### src/rtl/parity_pkg.sv
// Shared lane-width derivation and parameter sanity checks for the parity stream.
package parity_pkg;

    function automatic int unsigned lane_width(input int unsigned width, input int unsigned lanes);
        return width / lanes;
    endfunction

    function automatic bit lanes_divide(input int unsigned width, input int unsigned lanes);
        return (lanes != 0) && ((width % lanes) == 0);
    endfunction

endpackage

### src/rtl/parity_lane.sv
// Parity of one lane: XOR-reduce of LW bits, inverted when odd parity is selected.
module parity_lane #(
    parameter int unsigned LW = 8
) (
    input  logic [LW-1:0] lane_data,
    input  logic          odd,
    output logic          par
);

    always_comb begin
        par = (^lane_data) ^ odd;
    end

endmodule

### src/rtl/parity_stream.sv
// Two-stage valid/ready pipeline computing per-lane parity, optional checking
// against received parity, and a saturating mismatch counter.
module parity_stream
    import parity_pkg::*;
#(
    parameter int unsigned WIDTH = 32,
    parameter int unsigned LANES = 4,
    parameter int unsigned CNT_W = 16
) (
    input  logic             clk,
    input  logic             rst,
    input  logic             mode_odd,
    input  logic             check_en,
    input  logic             in_valid,
    output logic             in_ready,
    input  logic [WIDTH-1:0] in_data,
    input  logic [LANES-1:0] in_par,
    output logic             out_valid,
    input  logic             out_ready,
    output logic [WIDTH-1:0] out_data,
    output logic [LANES-1:0] out_par,
    output logic             out_err,
    output logic [CNT_W-1:0] err_count,
    input  logic             clr_count
);

    localparam int unsigned LW = lane_width(WIDTH, LANES);

    if (!lanes_divide(WIDTH, LANES)) begin : g_width_check
        $error("parity_stream: WIDTH must be a non-zero multiple of LANES");
    end

    logic             s1_valid;
    logic [WIDTH-1:0] s1_data;
    logic [LANES-1:0] s1_par_in;
    logic             s1_odd;
    logic             s1_chk;
    logic [LANES-1:0] lane_par;
    logic             s1_err;
    logic             s2_adv;
    logic             s1_load;
    logic             out_fire;

    for (genvar i = 0; i < LANES; i++) begin : g_lane
        parity_lane #(.LW(LW)) u_lane (
            .lane_data (s1_data[i*LW +: LW]),
            .odd       (s1_odd),
            .par       (lane_par[i])
        );
    end

    // S1 may reload when empty or when its word moves into S2 this cycle.
    always_comb begin
        s2_adv   = !out_valid || out_ready;
        s1_load  = !s1_valid || s2_adv;
        in_ready = !rst && s1_load;
        out_fire = out_valid && out_ready;
        s1_err   = s1_chk ? |(lane_par ^ s1_par_in) : 1'b0;
    end

    always_ff @(posedge clk) begin
        if (rst) begin
            s1_valid  <= 1'b0;
            out_valid <= 1'b0;
            out_data  <= '0;
            out_par   <= '0;
            out_err   <= 1'b0;
        end else begin
            if (s1_load) begin
                s1_valid <= in_valid;
                if (in_valid) begin
                    s1_data   <= in_data;
                    s1_par_in <= in_par;
                    s1_odd    <= mode_odd;
                    s1_chk    <= check_en;
                end
            end
            if (s2_adv) begin
                out_valid <= s1_valid;
                if (s1_valid) begin
                    out_data <= s1_data;
                    out_par  <= lane_par;
                    out_err  <= s1_err;
                end
            end
        end
    end

    always_ff @(posedge clk) begin
        if (rst || clr_count) begin
            err_count <= '0;
        end else if (out_fire && out_err && (err_count != '1)) begin
            err_count <= err_count + 1'b1;
        end
    end

endmodule
### config.mk
export PLATFORM = sky130hd
export DESIGN_NAME = parity_stream
export DESIGN_NICKNAME = d
export VERILOG_FILES = /design/src/rtl/parity_pkg.sv /design/src/rtl/parity_lane.sv /design/src/rtl/parity_stream.sv
export SDC_FILE = /design/constraint.sdc
export NUM_CORES = 1
export LEC_CHECK = 0
export ABC_AREA = 1
export ABC_CLOCK_PERIOD_IN_PS = 2100
export CAP_MARGIN = 20
export CORE_ASPECT_RATIO = 1.2
export CORE_UTILIZATION = 55
export DETAILED_ROUTE_END_ITERATION = 7
export DONT_BUFFER_PORTS = 1
export PLACE_DENSITY = 0.7
export SYNTH_ARGS = -nofsm -noshare
export SYNTH_HDL_FRONTEND = slang
export SYNTH_HIERARCHICAL = 1
export SYNTH_SLANG_ARGS = --single-unit
### constraint.sdc
create_clock -name clk -period 2.1 [get_ports clk]
set_input_delay 0.21 -clock clk [delete_from_list [all_inputs] [get_ports clk]]
set_output_delay 0.21 -clock clk [all_outputs]
set_load 0.02 [all_outputs]
======== Word-level counts from Yosys, hierarchy flattened ========
Cells that the tools add are included.
word-level totals
  register bits ........................... 93
  bits in latches ......................... 0
  bits in writable memories ............... 0
  ROM bits ................................ 0
  input port bits ......................... 43
  output and inout bits ................... 55
  logic and storage cells ................. 36
  memories kept ........................... 0
cells by class
  add/sub/neg operators ................... 1
  $mul .................................... 0
  div/mod/pow operators ................... 0
  order comparisons ....................... 0
  equality and inequality tests ........... 1
  shift operators ......................... 0
  multiplexer cells ....................... 1
  bitwise logic cells ..................... 6
  reductions and logical operators ........ 17
operator list
  cell                   number
  $reduce_xor 8->1       4
  $add 16x1->16 const B  1
  $ne 16x16->1 const B   1
  $logic_and 1x1->1      4
  $reduce_or 4->1        1
  $xor 1x1->1            4
  $xor 4x4->4            1
  $logic_not 1->1        3
  $logic_or 1x1->1       3
  $reduce_and 3->1       1
  $reduce_and 2->1       1
  $mux 1                 1
  $not 1->1              1

======== Depth between registers and ports, before layout ========
  depth after elaboration ................. 5
  depth in mapped cells ................... 14
  depth with buffers taken out ............ 14

======== Hierarchy ========
The synthesis kept the hierarchy.
modules (own cells, without submodules)
  module         instances  cells an instance  area an instance (um2)  sequential area each (um2)
  parity_stream  1          365                3578.4                  2242.2
  parity_lane    4          38                 163.9                   0.0

======== Least setup slack after synthesis ========
OpenSTA, ideal clock, no wires.
  path type ............................... register -> register
  start point ............................. register out_valid
  end point ............................... register s1_chk (enable)
  library setup time ...................... 393 ps
  arrival ................................. 1547 ps
  data required time ...................... 1707 ps
  setup slack ............................. 160 ps
  cell stages (with the launch flop) ...... 6
  path buffers ............................ 0
  clock period less this slack ............ 1940 ps
  path through ............................ dfxtp_1 nand3_1 nand2_1 inv_1 nand2_1 inv_1
between the ends
  longest elaborated chain between the ends .. 4
RTL lines
  what                               RTL line             source
  start: declaration                 parity_stream.sv:18  output logic out_valid,
  start signal: assignment           parity_stream.sv:79  out_valid <= s1_valid;
  $logic_not 1->1                    parity_stream.sv:54  s2_adv = !out_valid || out_ready;
  $logic_or 1x1->1                   parity_stream.sv:54
  $logic_or 1x1->1                   parity_stream.sv:55  s1_load = !s1_valid || s2_adv;
  $reduce_and 3->1 (no source line)  --
  end signal: assignment             parity_stream.sv:75  s1_chk <= check_en;
  end: declaration                   parity_stream.sv:37  logic s1_chk;
Every way passes these cells.
A chain may end at the register's enable or synchronous reset.

======== Worst setup path in the final report ========
  start point ............................. register s1_odd
  end point ............................... register out_err
between the ends
  longest elaborated chain between the ends .. 4
  elaborated cells between the ends (all ways) .. 7
  classes of those cells .................. mux: 1; bitwise: 5; reduce/logical: 1
RTL lines
  what                      RTL line             source
  start: declaration        parity_stream.sv:36  logic s1_odd;
  start signal: assignment  parity_stream.sv:74  s1_odd <= mode_odd;
  $xor 1x1->1               parity_lane.sv:11    par = (^lane_data) ^ odd;
  net lane_par[3]           parity_stream.sv:38  logic [LANES-1:0] lane_par;
  $xor 4x4->4               parity_stream.sv:58  s1_err = s1_chk ? |(lane_par ^ s1_par_in) : 1'b0;
  $reduce_or 4->1           parity_stream.sv:58
  $mux 1                    parity_stream.sv:58
  end signal: assignment    parity_stream.sv:83  out_err <= s1_err;
  end: declaration          parity_stream.sv:22  output logic out_err,
The timed path passes the listed nets, and every way through them passes these cells.

==> impl_table.tex <==
\begin{tabular}{lr}
\hline
Metric & Value \\
\hline
\multicolumn{2}{l}{\textbf{Clocking}} \\
Post-CTS sizing & 0 \\
TritonCTS clock tree & built \\
Clock edge transition at the registers on the reported setup and hold paths & 0.09 ns \\
Post-CTS setup buffers & 0 \\
Clock latency on the worst-skew pair & 0.36 ns \\
Number of hold buffers added after cts & 40 \\
H-tree Lvls & 3 \\
Inserted Clock Buffers & 9 \\
Sinks on Clock Net & 93 \\
Maximum buffer depth of the clock tree & 2 \\
Clock root buffer & clkbuf\_8 \\
\multicolumn{2}{l}{\textbf{Drt}} \\
Remaining DRCs & 0 \\
First drt pass iteration count & 4 \\
Final wirelength & 8470 um \\
Number of design-rule violations left by the first detailed-router iteration & 159 \\
Detailed-route via count & 3319 \\
Routed length per placed instance & 12.9 um \\
Average vias per placed instance & 5.05 \\
ANT nets after route & 0 \\
\multicolumn{2}{l}{\textbf{Floorplanning}} \\
DIE AREA & 8050 sq um \\
Floorplan row count & 34 \\
Chip Width & 82.1 um \\
Core area & 7360 sq um \\
Die H & 98.1 um \\
Effective utilization at floorplan & 0.575 \\
Number of top-level pins & 98 \\
\multicolumn{2}{l}{\textbf{Place}} \\
Final HPWL DP & 5900 um \\
Placed Cells & 602 \\
Number of port buffers & 0 \\
RePlAce Congestion & 0.827 \\
\multicolumn{2}{l}{\textbf{Timing}} \\
Final critical path time including I/O delays and setup & 1.65 ns \\
Clock skew & 0.0124 ns \\
Pin slew with the least headroom to its limit & 0.701 ns \\
Worst slew margin & 0.532 \\
Number of max-slew violations in the final report & 0 \\
Max Freq & 0.606 GHz \\
Setup repair after global routing missed its margin & no \\
Fin Setup TNS & 0 ns \\
Total count of hold-check failures in the final report & 0 \\
Total of endpoints with negative setup slack in the final report & 0 \\
Share of the cycle needed by the critical path after routing & 0.785 \\
\multicolumn{2}{l}{\textbf{Global routing}} \\
Via count of the first global-routing pass & 3278 \\
Global-route wire length before repair & 14200 um \\
GRT Util Overall & 0.234 \\
Antenna violations before repair & 0 \\
Largest net degree at the start of global routing & 39 \\
GR Overflow Total & 0 \\
\multicolumn{2}{l}{\textbf{Layout}} \\
Post-route non-filler standard cell count & 657 \\
Layout cell share with drive strength beyond 1 & 0.138 \\
Antenna Cells & 0 \\
Nets & 607 \\
Synthesis-to-finish area growth & 17.1\% \\
Number of filler instances in the final layout & 642 \\
\multicolumn{2}{l}{\textbf{Status}} \\
Result of the run & completed \\
\multicolumn{2}{l}{\textbf{Pwr}} \\
Pwr per Cell Area & 745 nW/um\^{}2 \\
Maximum vdd drop & 0.507 mV \\
Pleak & 2.13 nW \\
\multicolumn{2}{l}{\textbf{Worst setup path}} \\
Critical Path Fanout Max & 8 \\
Req. time, crit path & 2.33 ns \\
Crit path kind & reg -> reg \\
Crit start category & flip-flop \\
Arrival time reported for the critical path endpoint & 1.88 ns \\
Element type at the critical path end & flip-flop \\
\multicolumn{2}{l}{\textbf{Logic synthesis}} \\
Proportion of synthesized flip-flops having asynchronous set or reset & 0 \\
Count of warnings emitted by yosys & 6 \\
Syn Area/Cell & 8.19 sq um \\
Portion of the post-synthesis area used by sequential elements & 0.530 \\
Seq cells post-synth & 93 \\
Number of nets produced by synthesis & 561 \\
Post-synth cell types & 30 \\
Synthesized instance count & 517 \\
Count of flip-flops with a built-in enable after synthesis & 38 \\
Netlist area before placement & 4230 sq um \\
Primary flip-flop cell chosen by synthesis mapping & dfxtp\_1 \\
\multicolumn{2}{l}{\textbf{Flow run}} \\
Max-capacitance violation count & 0 \\
\multicolumn{2}{l}{\textbf{Hold path}} \\
Type of the worst min-delay path & in -> reg \\
\hline
\end{tabular}
## synth_stat cells (4+ instances only)
master,number,share of area
a21oi_1,11,0.013
clkbuf_1,7,0.0062
dfxtp_1,55,0.26
edfxtp_1,38,0.27
inv_1,53,0.047
inv_2,8,0.0071
nand2_1,107,0.095
nand2_2,25,0.037
nand3_1,23,0.027
nand3_2,5,0.012
nand4_1,4,0.0059
nor2_1,102,0.090
nor2_4,6,0.016
o21ai_0,38,0.045
o21ai_1,4,0.0047
xnor2_1,5,0.010
xor2_1,4,0.0083
## registers in the layout, indices dropped and copies added (netlist names)
register   count
out_data      32
s1_data       32
err_count     16
out_par        4
s1_par_in      4
out_err        1
out_valid      1
s1_chk         1
s1_odd         1
s1_valid       1
## final timing paths
kind	start	depth (start not counted)	end	slack (ns)
setup / recovery	s1_odd	11	out_err	0.45
setup reg to reg	s1_odd	11	out_err	0.45
hold / removal	out_ready	3	out_valid	0.04
hold reg to reg	s1_chk	2	out_err	0.52
## layout by cell type (no fill, tap or decap), drive strengths merged, types with 2 or more instances in the layout
| cell | count |
|---|---|
| a21oi | 13 |
| buf | 9 |
| clkbuf | 11 |
| clkinvlp | 2 |
| dfxtp | 55 |
| dlygate4sd3 | 40 |
| edfxtp | 38 |
| inv | 63 |
| nand2 | 135 |
| nand3 | 29 |
| nand4 | 4 |
| nor2 | 109 |
| nor3 | 3 |
| o21ai | 42 |
| xnor2 | 5 |
| xor2 | 4 |
## cell type report
class	count	area, sq um	share of cell area
clock buffer	11	163	0.0328
clock inverter	4	53.8	0.0109
inverter	62	235	0.0475
multi-input combinational	348	1670	0.337
sequential	93	2240	0.452
tap	90	113	0.0227
timing repair buffer	49	480	0.0969
## report_power, final
| part | switching [W] | leakage [nW] | total (W) | internal, W |
|---|---|---|---|---|
| Combinational | 0.000190 | 1.22 | 0.000343 | 0.000153 |
| Clock | 0.000608 | 0.103 | 0.00126 | 0.000652 |
| Sequential | 0.000121 | 0.807 | 0.00209 | 0.00197 |
## metal layers
layer	vias up	routed length, um	track usage
li1	1714	-	-
met1	1508	3480	0.260
met2	82	4340	0.404
met3	15	498	0.0710
met4	0	150	0.0972
met5	-	0	0
## per-stage QoR
step | total power (W) | utilization | setup WS, ns | hold slack (ns) | cell area [sq um]
floorplan | 0.00235 | - | 0.160 | 0.279 | 4230
global placement | 0.00240 | 0.590 | 0.487 | 0.281 | 4340
detailed placement | 0.00242 | 0.590 | 0.463 | 0.283 | 4340
CTS | 0.00373 | 0.673 | 0.445 | 0.0236 | 4960
global route | 0.00388 | 0.673 | 0.318 | 0.0447 | 4960
finish | 0.00369 | 0.673 | 0.451 | 0.0395 | 4960
## cells by family after synthesis
family | Yosys count | share of synthesized area
buffers and inverters | 76 | 0.0762
AO/OA/AOI/OAI | 56 | 0.0694
AND/OR/NAND/NOR | 282 | 0.303
XOR/XNOR | 9 | 0.0186
adder cells (fa/ha/maj) | 1 | 0.00295
flip-flops | 93 | 0.530
## worst max-delay path: stages (launching register included)
cell and delay [ns]:
edfxtp_1 0.53, nand3_1 0.15, nand2_1 0.11, nand2_2 0.06, nand2_1 0.05, nand2_1 0.05, nand2_1 0.05, inv_1 0.05
xnor2_1 0.22, nand4_1 0.13, nand2_1 0.07, a21oi_1 0.05
Note: power is estimated with default switching activity, not from simulation.
